**config.mk**
```make
export PLATFORM = sky130hd
export DESIGN_NAME = sbox_sched
export DESIGN_NICKNAME = d
export VERILOG_FILES = /design/src/rtl/sbox_sched.sv
export SDC_FILE = /design/constraint.sdc
export NUM_CORES = 1
export LEC_CHECK = 0
export CORE_AREA = 2 2 179 181
export DETAILED_ROUTE_END_ITERATION = 10
export DIE_AREA = 0 0 181 183
export PLACE_DENSITY_LB_ADDON = 0.2
export SLEW_MARGIN = 20
export SYNTH_ARGS = -nofsm -noshare
export SYNTH_HDL_FRONTEND = slang
export SYNTH_SLANG_ARGS = --single-unit
```
**constraint.sdc**
```tcl
create_clock -name clock -period 4.9 [get_ports clock]
set_input_delay 1.225 -clock clock [delete_from_list [all_inputs] [get_ports clock]]
set_output_delay 1.225 -clock clock [all_outputs]
set_load 0.005 [all_outputs]
```
**src/rtl/sbox_sched.sv**
```systemverilog
// sbox_sched: shares one single-port S-box ROM between the round datapath
// (16-byte SubBytes/InvSubBytes) and the key expander (4-byte SubWord).
// Each accepted request streams one byte per cycle through the ROM. The
// assembled result is returned with a one-cycle done pulse.
module sbox_sched #(
    parameter int ST_BYTES  = 16,
    parameter int KW_BYTES  = 4,
    parameter int PRIO_MODE = 0
) (
    input  logic                  clock,
    input  logic                  reset,
    input  logic                  st_req,
    input  logic                  st_inv,
    input  logic [8*ST_BYTES-1:0] st_data,
    output logic                  st_ack,
    output logic                  st_done,
    output logic [8*ST_BYTES-1:0] st_result,
    input  logic                  kw_req,
    input  logic [8*KW_BYTES-1:0] kw_data,
    output logic                  kw_ack,
    output logic                  kw_done,
    output logic [8*KW_BYTES-1:0] kw_result,
    output logic [7:0]            rom_add,
    output logic                  rom_en,
    output logic                  rom_inv,
    input  logic [7:0]            rom_dout,
    output logic                  busy
);

    localparam int ST_W      = 8 * ST_BYTES;
    localparam int KW_W      = 8 * KW_BYTES;
    localparam int MAX_BYTES = (ST_BYTES > KW_BYTES) ? ST_BYTES : KW_BYTES;
    localparam int OP_W      = 8 * MAX_BYTES;
    localparam int CNT_W     = $clog2(MAX_BYTES + 1);

    typedef enum logic [1:0] {
        S_IDLE,
        S_RUN,
        S_DONE
    } state_t;

    typedef enum logic {
        OWN_ST,
        OWN_KW
    } owner_t;

    state_t            state;
    owner_t            owner;
    owner_t            last_grant;
    logic [OP_W-1:0]   op_reg;
    logic              inv_reg;
    logic [CNT_W-1:0]  cnt;
    logic [CNT_W-1:0]  n_last;
    logic [CNT_W-1:0]  cap_idx;
    logic [OP_W-1:0]   st_aligned;
    logic [OP_W-1:0]   kw_aligned;

    // The result byte captured in step cnt belongs to the address issued in step cnt-1.
    assign cap_idx = cnt - CNT_W'(1);
    assign busy    = (state != S_IDLE);

    // Left-align both operands so byte k always sits at the same position in op_reg.
    always_comb begin
        // NOTE: every variable written here gets a default first so no latch is inferred.
        st_aligned = '0;
        kw_aligned = '0;
        st_aligned[OP_W-1 -: ST_W] = st_data;
        kw_aligned[OP_W-1 -: KW_W] = kw_data;
    end

    // Arbitration: ack only while idle and out of reset; a tie goes by PRIO_MODE.
    always_comb begin
        st_ack = 1'b0;
        kw_ack = 1'b0;
        if (state == S_IDLE && !reset) begin
            if (st_req && kw_req) begin
                if (PRIO_MODE == 1 || last_grant == OWN_ST) begin
                    kw_ack = 1'b1;
                end else begin
                    st_ack = 1'b1;
                end
            end else if (st_req) begin
                st_ack = 1'b1;
            end else if (kw_req) begin
                kw_ack = 1'b1;
            end
        end
    end

    // ROM drive: address byte cnt for steps 0..N-1; the last step only drains the read.
    always_comb begin
        rom_add = '0;
        rom_en  = 1'b0;
        rom_inv = 1'b0;
        if (state == S_RUN) begin
            rom_inv = inv_reg;
            if (cnt != n_last) begin
                rom_en = 1'b1;
                for (int i = 0; i < MAX_BYTES; i++) begin
                    if (cnt == CNT_W'(i)) begin
                        rom_add = op_reg[OP_W-1-8*i -: 8];
                    end
                end
            end
        end
    end

    // Control FSM with operand latch, byte-wise result capture and registered done pulses.
    always_ff @(posedge clock) begin
        if (reset) begin
            // NOTE: the result registers are ordinary flops, not a memory, so they are cleared here too.
            state      <= S_IDLE;
            owner      <= OWN_ST;
            last_grant <= OWN_ST;
            op_reg     <= '0;
            inv_reg    <= 1'b0;
            cnt        <= '0;
            n_last     <= '0;
            st_done    <= 1'b0;
            kw_done    <= 1'b0;
            st_result  <= '0;
            kw_result  <= '0;
        end else begin
            // NOTE: non-blocking assignments only, so every register updates together at the edge.
            st_done <= 1'b0;
            kw_done <= 1'b0;
            case (state)
                S_IDLE: begin
                    if (st_ack || kw_ack) begin
                        state      <= S_RUN;
                        cnt        <= '0;
                        owner      <= kw_ack ? OWN_KW : OWN_ST;
                        last_grant <= kw_ack ? OWN_KW : OWN_ST;
                        op_reg     <= kw_ack ? kw_aligned : st_aligned;
                        inv_reg    <= st_ack & st_inv;
                        n_last     <= kw_ack ? CNT_W'(KW_BYTES) : CNT_W'(ST_BYTES);
                    end
                end
                S_RUN: begin
                    if (cnt != '0) begin
                        if (owner == OWN_ST) begin
                            for (int i = 0; i < ST_BYTES; i++) begin
                                if (cap_idx == CNT_W'(i)) begin
                                    st_result[ST_W-1-8*i -: 8] <= rom_dout;
                                end
                            end
                        end else begin
                            for (int i = 0; i < KW_BYTES; i++) begin
                                if (cap_idx == CNT_W'(i)) begin
                                    kw_result[KW_W-1-8*i -: 8] <= rom_dout;
                                end
                            end
                        end
                    end
                    if (cnt == n_last) begin
                        state <= S_DONE;
                        if (owner == OWN_ST) begin
                            st_done <= 1'b1;
                        end else begin
                            kw_done <= 1'b1;
                        end
                    end else begin
                        cnt <= cnt + CNT_W'(1);
                    end
                end
                S_DONE: begin
                    state <= S_IDLE;
                end
                default: begin
                    state <= S_IDLE;
                end
            endcase
        end
    end

endmodule
```
==> implementation parameters <==
Parameter                              Value

Status
  Run status ... finished clean

Power and ir drop
  Static Leakage ... 5.98 nW
  Total chip power ... around 5.7 mW
  Worst IR drop on VDD ... around 0.18 mV
  Power per standard cell area ... between 300 and 400 nW/um2

Clock tree
  Clock tree buffer depth ... 3
  Maximum level of the CTS H-tree ... 2
  Number of hold buffers added after CTS ... 0
  Num CTS Buffers ... 34
  CTS sink cnt ... 300
  Root Buffer ... sky130_fd_sc_hd__clkbuf_16
  Clock tree from TritonCTS ... done
  Clock-pin transition on the worst setup and hold timing paths ... 60 ps
  Worst skew pair latency ... 500 ps

Timing
  Measured slew at the worst slew-check pin ... between 1000 and 1500 ps
  Fin Setup TNS ... 0 ps
  Final setup fails ... 0
  Fmax ... 212 MHz
  Unrepaired setup endpoints after global routing ... false
  Headroom to the max-slew limit ... 27.6%
  Layout Skew ... 13.6 ps
  Final hold vios ... 0
  Max Transition Viols Final ... 0
  Share of the clock period used by the worst path ... 96.2%
  Final period demand of the worst path ... 4710 ps

Floorplanning
  Die width ... between 150 and 200 um
  Initial cell density of the core ... approximately two fifths
  Die height ... 183 um
  Boundary pin count ... around 350
  Floorplan Core Area ... 31200 um2
  Total die area ... 33100 um2
  Site Rows ... 65

GRT
  Antenna violations before repair ... 0
  Remaining Overflow, GRT ... 0
  Global Route Usage Sum ... 24.3%
  Global-route wire length before repair ... 63900 um
  Via count of the first global-routing pass ... roughly 11000
  Met2 usage in global routing ... roughly two fifths
  Largest net degree at the start of global routing ... approximately 110
  Layer carrying the most global-route usage ... met2
  Global-route met3 utilization ... 5.18%
  Met1 track demand over resource ... 33.7%

Final layout
  Area growth, synth to finish ... 39.3%
  Diodes inserted ... 0
  Core Util, Final ... 55.1%
  Share of cells above drive strength 1 ... 7.10%
  Number of nets in the layout ... around 1800
  Final design area excluding fillers ... between 15000 and 20000 um2
  Post-route non-filler standard cell count ... 2079

Yosys
  Area share of the largest cell type after synthesis ... 48.6%
  Distinct cell type count of the synthesized netlist ... 72
  Post-synthesis register bit count ... 300
  Commonest register cell after synthesis ... sky130_fd_sc_hd__dfxtp_1
  Netlist area before placement ... roughly 12000 um2
  Number of enable flip-flop cells after synthesis ... 0
  Cell with the most instances after synthesis ... sky130_fd_sc_hd__dfxtp_1
  Synthesis warning total ... 0
  Post-Synthesis Mean Instance Area ... 9.00 um2
  Share of async-settable or async-resettable flops after synthesis ... 0%
  Part of the Yosys area used for sequential elements ... between 40% and 50%
  Top post-synthesis cells by count ... 300 x sky130_fd_sc_hd__dfxtp_1, 174 x sky130_fd_sc_hd__nor2_1, 131 x sky130_fd_sc_hd__a22oi_1
  Top area cells in the synthesized netlist ... sky130_fd_sc_hd__dfxtp_1 49%, sky130_fd_sc_hd__a22oi_1 8.0%, sky130_fd_sc_hd__nor2_1 5.3%
  Cell type with the largest total area after synthesis ... sky130_fd_sc_hd__dfxtp_1
  Syn Nets ... roughly 1600
  Cells after Synth ... about 1400

Hold path
  Type of the tightest min-delay check ... reg2reg

Drt
  Number of design rule violations left after detail routing ... 0
  DRT Pass-1 Iters ... 5
  Routed length per placed instance ... 20.0 um
  Vias per inst ... 5.57
  Starting DRC count in detailed routing ... 1102
  Via count ... 11600
  Remaining antenna violation count ... 0
  Final wirelength ... 41600 um

Job
  Max-Cap Viols ... 0

Place
  Placed cell count ... 2013
  DP Wirelength ... between 20000 and 30000 um
  Port buffer count ... 347
  Area after detailed placement ... 16000 um2
  Global placer's final weighted congestion ... 0.942

Critical path
  WS Path Type ... reg2out
  Largest driver fanout on the critical path ... 44
  Worst EP required ... roughly 3700 ps
  CP endpoint kind ... primary output
  Data arrival time of the critical path ... 3490 ps
  Worst setup SP type ... flip-flop
-- final cells by class --
type	count	area (um2)
repair buffers	378	3720
clock inverters	13	153
multi-input cells	926	5770
inverters	14	56.3
clock buffers	46	997
well taps	402	503
flip-flops and latches	300	6010
fillers	2881	14000
-- cell families after synthesis --
| logic type | synth area share (%) |
|---|---|
| and+or+nand+nor | 17.2 |
| AOI/OAI and AO/OA | 23.0 |
| DFF | 48.6 |
| buffers and inverters | 4.84 |
| muxes | 5.19 |
| xor gates and xnor gates | 0.577 |
| adders and majority gates | 0.608 |
-- worst paths after layout --
kind	start	end	slack [ps]	depth (start not counted)
worst max-delay path	cnt[1]	rom_add[2]	190	9
worst min register to register	op_reg[106]	op_reg[106]	450	2
worst max register to register	cnt[0]	kw_result[14]	1700	7
worst min-delay path	op_reg[106]	op_reg[106]	450	2
-- worst max-delay path, stage by stage (launching register included) --
cell and delay (ps):
sky130_fd_sc_hd__dfxtp_1 480, sky130_fd_sc_hd__inv_1 130, sky130_fd_sc_hd__ha_1 260, sky130_fd_sc_hd__buf_12 200, sky130_fd_sc_hd__inv_1 400, sky130_fd_sc_hd__a31oi_1 190
sky130_fd_sc_hd__o32ai_1 160, sky130_fd_sc_hd__a21oi_1 110, sky130_fd_sc_hd__o21ai_0 440, sky130_fd_sc_hd__clkdlybuf4s50_1 610
-- per-stage QoR --
stage	setup WS [ps]	hold WS, ps
3_3_place_gp	594	445
2_1_floorplan	927	431
3_5_place_dp	589	445
4_1_cts	70.8	453
5_1_grt	40.5	482
6_report	185	453
-- power breakdown --
group	internal, mW	total, mW	switching (mW)
logic	0.238	0.519	0.281
clock network	1.59	2.59	1.00
registers	2.50	2.55	0.0531
total	4.32	5.66	1.34
-- what timing repair did --
| item | 4_1_cts | 5_1_grt |
|---|---|---|
| setup endpoints to repair | 0 | 4 |
| gates resized for setup | 0 | 1 |
| buffers inserted | 0 | 5 |
-- layout by cell type, fill, tap and decap left out, types with 4 or more instances in the layout --
cell type,instances
sky130_fd_sc_hd__clkdlybuf4s50_1,346
sky130_fd_sc_hd__inv_1,12
sky130_fd_sc_hd__clkinv_2,6
sky130_fd_sc_hd__nand2_1,63
sky130_fd_sc_hd__nand3b_1,5
sky130_fd_sc_hd__a221oi_1,6
sky130_fd_sc_hd__buf_4,29
sky130_fd_sc_hd__and3_1,7
sky130_fd_sc_hd__clkbuf_8,8
sky130_fd_sc_hd__clkbuf_16,35
sky130_fd_sc_hd__a31oi_1,8
sky130_fd_sc_hd__or3_1,6
sky130_fd_sc_hd__or3b_2,4
sky130_fd_sc_hd__o21a_1,4
sky130_fd_sc_hd__a211oi_1,7
sky130_fd_sc_hd__o22ai_1,10
sky130_fd_sc_hd__xnor2_1,4
sky130_fd_sc_hd__a22oi_1,131
sky130_fd_sc_hd__o32ai_1,4
sky130_fd_sc_hd__a221o_1,6
sky130_fd_sc_hd__nor2b_1,6
sky130_fd_sc_hd__a21oi_1,64
sky130_fd_sc_hd__nor3_1,6
sky130_fd_sc_hd__nor4b_1,4
sky130_fd_sc_hd__o21ai_0,106
sky130_fd_sc_hd__a211oi_4,4
sky130_fd_sc_hd__and2_1,5
sky130_fd_sc_hd__o21ai_1,15
sky130_fd_sc_hd__o2bb2ai_1,5
sky130_fd_sc_hd__nand2b_1,9
sky130_fd_sc_hd__nand3_1,112
sky130_fd_sc_hd__o211ai_1,12
sky130_fd_sc_hd__nand4_1,6
sky130_fd_sc_hd__nor3_4,4
sky130_fd_sc_hd__ha_1,5
sky130_fd_sc_hd__nand4b_1,4
sky130_fd_sc_hd__dfxtp_1,300
sky130_fd_sc_hd__nor2_1,173
sky130_fd_sc_hd__mux2i_1,64
-- per-layer routing --
| layer | up-vias | routed length (um) |
|---|---|---|
| li1 | 5560 | - |
| met1 | 5471 | 18700 |
| met2 | 482 | 18800 |
| met3 | 73 | 3080 |
| met4 | 0 | 1030 |
| met5 | - | 0 |
No activity file was read; power rests on OpenSTA's default activity.
